==> src/rtl/dispatch.sv <==
// rtl/dispatch.sv - two-wide decode-to-issue-queue staging FIFO with back-pressure stall counter
module dispatch #(
    parameter int DEPTH     = 4,
    parameter int ELEM_W    = 32,
    parameter int IQ_ADDR_W = 4
) (
    input  logic                   clk,
    input  logic                   rst,
    input  logic                   flush,
    input  logic [1:0][ELEM_W-1:0] dec_data,
    input  logic [1:0]             dec_number,
    output logic                   dec_ready,
    input  logic [IQ_ADDR_W-1:0]   iq_size_left,
    output logic [1:0][ELEM_W-1:0] iq_in_data,
    output logic [1:0]             iq_in_number,
    output logic [15:0]            stall_cycles
);
    localparam int PTR_W = $clog2(DEPTH);
    localparam int CNT_W = PTR_W + 1;

    logic [ELEM_W-1:0] mem [DEPTH];
    logic [PTR_W-1:0]  head;
    logic [PTR_W-1:0]  tail;
    logic [CNT_W-1:0]  count;

    logic [1:0] accept_n;
    logic [1:0] avail;
    logic [1:0] limit;
    logic [1:0] pop_raw;
    logic [1:0] pop_n;
    logic       stall_inc;

    // Ready depends only on registered occupancy so upstream never sees a comb loop.
    assign dec_ready = (count <= CNT_W'(DEPTH - 2));

    always_comb begin
        accept_n = 2'd0;
        if (dec_ready && !flush && dec_number != 2'd3) begin
            accept_n = dec_number;
        end
        avail     = (count >= CNT_W'(2)) ? 2'd2 : count[1:0];
        limit     = (iq_size_left >= IQ_ADDR_W'(2)) ? 2'd2 : iq_size_left[1:0];
        pop_raw   = (avail < limit) ? avail : limit;
        pop_n     = flush ? 2'd0 : pop_raw;
        stall_inc = !flush && (pop_raw < avail);
    end

    assign iq_in_number  = pop_n;
    assign iq_in_data[0] = mem[head];
    assign iq_in_data[1] = mem[head + PTR_W'(1)];

    always_ff @(posedge clk) begin
        if (accept_n != 2'd0) begin
            mem[tail] <= dec_data[0];
        end
        if (accept_n == 2'd2) begin
            mem[tail + PTR_W'(1)] <= dec_data[1];
        end
    end

    always_ff @(posedge clk) begin
        if (rst) begin
            head         <= '0;
            tail         <= '0;
            count        <= '0;
            stall_cycles <= '0;
        end else if (flush) begin
            head  <= '0;
            tail  <= '0;
            count <= '0;
        end else begin
            head  <= head + PTR_W'(pop_n);
            tail  <= tail + PTR_W'(accept_n);
            count <= count + CNT_W'(accept_n) - CNT_W'(pop_n);
            if (stall_inc && stall_cycles != 16'hFFFF) begin
                stall_cycles <= stall_cycles + 16'd1;
            end
        end
    end
endmodule

==> config.mk <==
export PLATFORM = sky130hd
export DESIGN_NAME = dispatch
export DESIGN_NICKNAME = d
export VERILOG_FILES = /design/src/rtl/dispatch.sv
export SDC_FILE = /design/constraint.sdc
export NUM_CORES = 1
export LEC_CHECK = 0
export CORE_ASPECT_RATIO = 1.25
export CORE_UTILIZATION = 40
export CTS_CLUSTER_SIZE = 12
export DETAILED_ROUTE_END_ITERATION = 7
export GPL_ROUTABILITY_DRIVEN = 1
export GPL_TIMING_DRIVEN = 0
export MAX_ROUTING_LAYER = met4
export PLACE_DENSITY = 0.73
export SYNTH_ARGS = -nofsm -noshare
export SYNTH_HDL_FRONTEND = slang
export SYNTH_SLANG_ARGS = --single-unit
==> constraint.sdc <==
create_clock -name clk -period 5 [get_ports clk]
set_clock_uncertainty 0.2 [all_clocks]
set_input_delay 0.75 -clock clk [delete_from_list [all_inputs] [get_ports clk]]
set_output_delay 0.75 -clock clk [all_outputs]
set_load 0.02 [all_outputs]
==> summary.md <==
| Metric | Value |
|---|---|
| Status | complete, no violations |
| IO buf count | 154 |
| Max-slew violations | 0 |
| Fin. Hold Viols | 0 |
| Place WS | 0.871 ns |
| Seq cells post-synth | 151 |
| CP Capture Type | primary output |
| Die height | 163 um |
| Final core occ | between 50% and 60% |
| Clk root buf | clkbuf_16 |
| Endpoints failing setup | 0 |
| CTS tree | done |
| Total Routing Usage GR | a little over a fifth |
| Post-CTS Setup Bufs | 0 |
| Slew headroom | 33.9% |
| Design Power | 3.21 mW |
| Post-Syn Nets | a little under 600 |
| H-tree Lvls | 4 |
| Vias | about 5500 |
| P_int | 2.41 mW |
| Most common cell after layout, fill and taps aside | clkdlybuf4s50_1 |
| Post-synthesis sequential area ratio | 51.8% |
| Number of vias per cell | around 5.6 |
| Worst setup margin | a little under 0.9 ns |
| First-pass GRT wire length | 32500 um |
| Top-Level Pins | around 160 |
| Final HPWL DP | ~15000 um |
| Fmax | around 0.24 GHz |
| Worst skew pair latency | 0.42 ns |
| Post-Syn Area | between 8000 and 9000 sq um |
| RSZ-0062 raised after global routing | no |
| Reg power frac | 44.6% |
| Yosys warns | 0 |
| WP data required | 4.05 ns |
| Pleak | 3.54 nW |
| Max Cap Viol | 0 |
| Worst vdd ir | 0.000204 V |
| WL final | between 20000 and 25000 um |
| Final min period | between 4 and 5 ns |
| Drc violations | 0 |
| Logic pwr share | 14.5% |
| Power per cell area | ~300 nW/um^2 |
| Layout Nets | 771 |
| Fraction of layout cells with a size suffix above 1 | 37.6% |
| P_sw | ~0.80 mW |
| DR WL/cell | 21.9 um |
| Floorplan core area | approximately 20000 sq um |
| Synth Instances | between 500 and 600 |
| Clock share of power | between 40% and 50% |
| Ranking of synthesized cells by area | edfxtp_1, mux2_2, mux4_2 |
| Switching share of power | between 20% and 30% |
| Synth area leader | edfxtp_1 |
| GPL Wtd Cong | approximately 0.88 |
| Die width | 131 um |
| Grt total ovfl | 0 |
| Post-route setup TNS | 0 ns |
| Largest net degree at the start of global routing | 24 |
| Yosys cell types | 45 |
| Detailed router's first-iteration violation count | about 290 |
| Vias in the first global route | 5885 |
| Row cnt | 58 |
| Crit Path Max Fanout | 5 |
| Type of origin of the critical path | input pin |
| Initial Util | slightly above 40% |
| Final period util | approximately 83% |
| Clock transition at the registers of the reported paths | ~0.07 ns |
| Worst Hold Class | reg -> reg |
| Antenna violations before repair | 2 |
| Inserted Clock Buffers | 17 |
| Critical path class | in -> out |
| Post-CTS resize count | 0 |
| Synthesized area per cell | between 15 and 20 sq um |
| Clock Tree Buf Depth | 2 |
| Clk sink count | 151 |
| Die area | between 20000 and 25000 sq um |
| Most frequent cells in the layout | clkdlybuf4s50_1, mux2_2, edfxtp_1 |
| Final hold slack | ~0.33 ns |
| CP arrival | around 3.2 ns |
| Synth top area share | ~46% |
| Remaining antenna violation count | 0 |
| Synth-to-Final Area Change | 31.4% |
| Hold_buf cts | 0 |
| Tightest Pin Transition | 0.992 ns |
| DR pass1 iterations | 4 |
-- registers in the layout, indices dropped and copies added (netlist names) --
name          cells
tail              2
stall_cycles     16
head              2
count             3
mem             128
-- final timing paths --
path                                              startpoint                           end  slack [ns]  cells after the start
worst max-delay path                         iq_size_left[1]               iq_in_number[0]        0.87                      6
worst min-delay path            stall_cycles[9]$_SDFFE_PP0P_  stall_cycles[9]$_SDFFE_PP0P_        0.33                      2
worst max register to register           count[1]$_SDFF_PP0_           count[2]$_SDFF_PP0_        1.75                     11
worst min register to register  stall_cycles[9]$_SDFFE_PP0P_  stall_cycles[9]$_SDFFE_PP0P_        0.33                      2
-- routing by layer --
| layer | track usage [%] | part of all wire, % | vias up |
|---|---|---|---|
| li1 | - | - | 2459 |
| met1 | 24.4 | 39 | 2825 |
| met2 | 38.9 | 55 | 165 |
| met3 | 3.83 | 4.0 | 27 |
| met4 | 6.11 | 1.8 | 0 |
| met5 | - | 0 | - |
-- logic make-up after synthesis --
family                   after synthesis  synth area share [%]
multiplexers                         195                  35.1
flip-flops                           151                  51.8
AND/OR/NAND/NOR                       72                  5.44
buffers and inverters                 45                  2.38
AO/OA/AOI/OAI                         34                  2.91
XOR/XNOR                              10                  1.05
adder cells (fa/ha/maj)                7                  1.24
-- critical path, stage by stage --
cell and delay (ns):
clkdlybuf4s50_1 0.42, or3_1 0.40, ha_1 0.31, nand2b_1 0.08
a221oi_2 0.52, clkdlybuf4s50_1 0.71
-- power by group through the flow --
stage / clock, mW / combinational (mW) / sequential, mW
2_1_floorplan: 0 / 0.248 / 1.45
3_3_place_gp: 0 / 0.442 / 1.46
3_5_place_dp: 0 / 0.466 / 1.46
4_1_cts: 1.33 / 0.468 / 1.43
5_1_grt: 1.39 / 0.495 / 1.43
6_report: 1.31 / 0.463 / 1.43
-- synth_stat cells, drive strengths merged --
cell and instances:
a21oi 13, o41ai 1, dfxtp 23, or4 4, nand4 6, nor2b 4, o31ai 4, a21o 3
nand2 6, mux2 131, a221o 1, a21bo 1, fa 2, inv 12, nand3 8, nor4 5
and3 2, mux4 64, and2b 1, or3b 1, nor3 6, nor2 9, xnor2 10, edfxtp 128
or2 1, ha 5, nand3b 3, a31o 1, clkbuf 7, and4 3, buf 26, nand2b 2
and2 4, or3 6, a221oi 2, o21ai 7, a31oi 1, or4b 1
-- area by class of cell --
| class | instances | area, sq um |
|---|---|---|
| plain buffers | 33 | 153 |
| well taps | 270 | 338 |
| flip-flops and latches | 151 | 4300 |
| clock buffers | 17 | 425 |
| clock inverters | 15 | 183 |
| repair buffers | 158 | 1620 |
| fillers | 1636 | 9340 |
| inverters | 12 | 45.0 |
| diodes | 2 | 5.00 |
| multi-input cells | 318 | 3840 |
-- metrics by stage --
stage                     instance area, sq um  cells
after floorplan                           8300    514
after global placement                   10200    938
after detailed placement                 10300    942
after CTS                                10900    974
after global routing                     10900    976
final                                    10900    976
(Power assumes the default switching activity.)
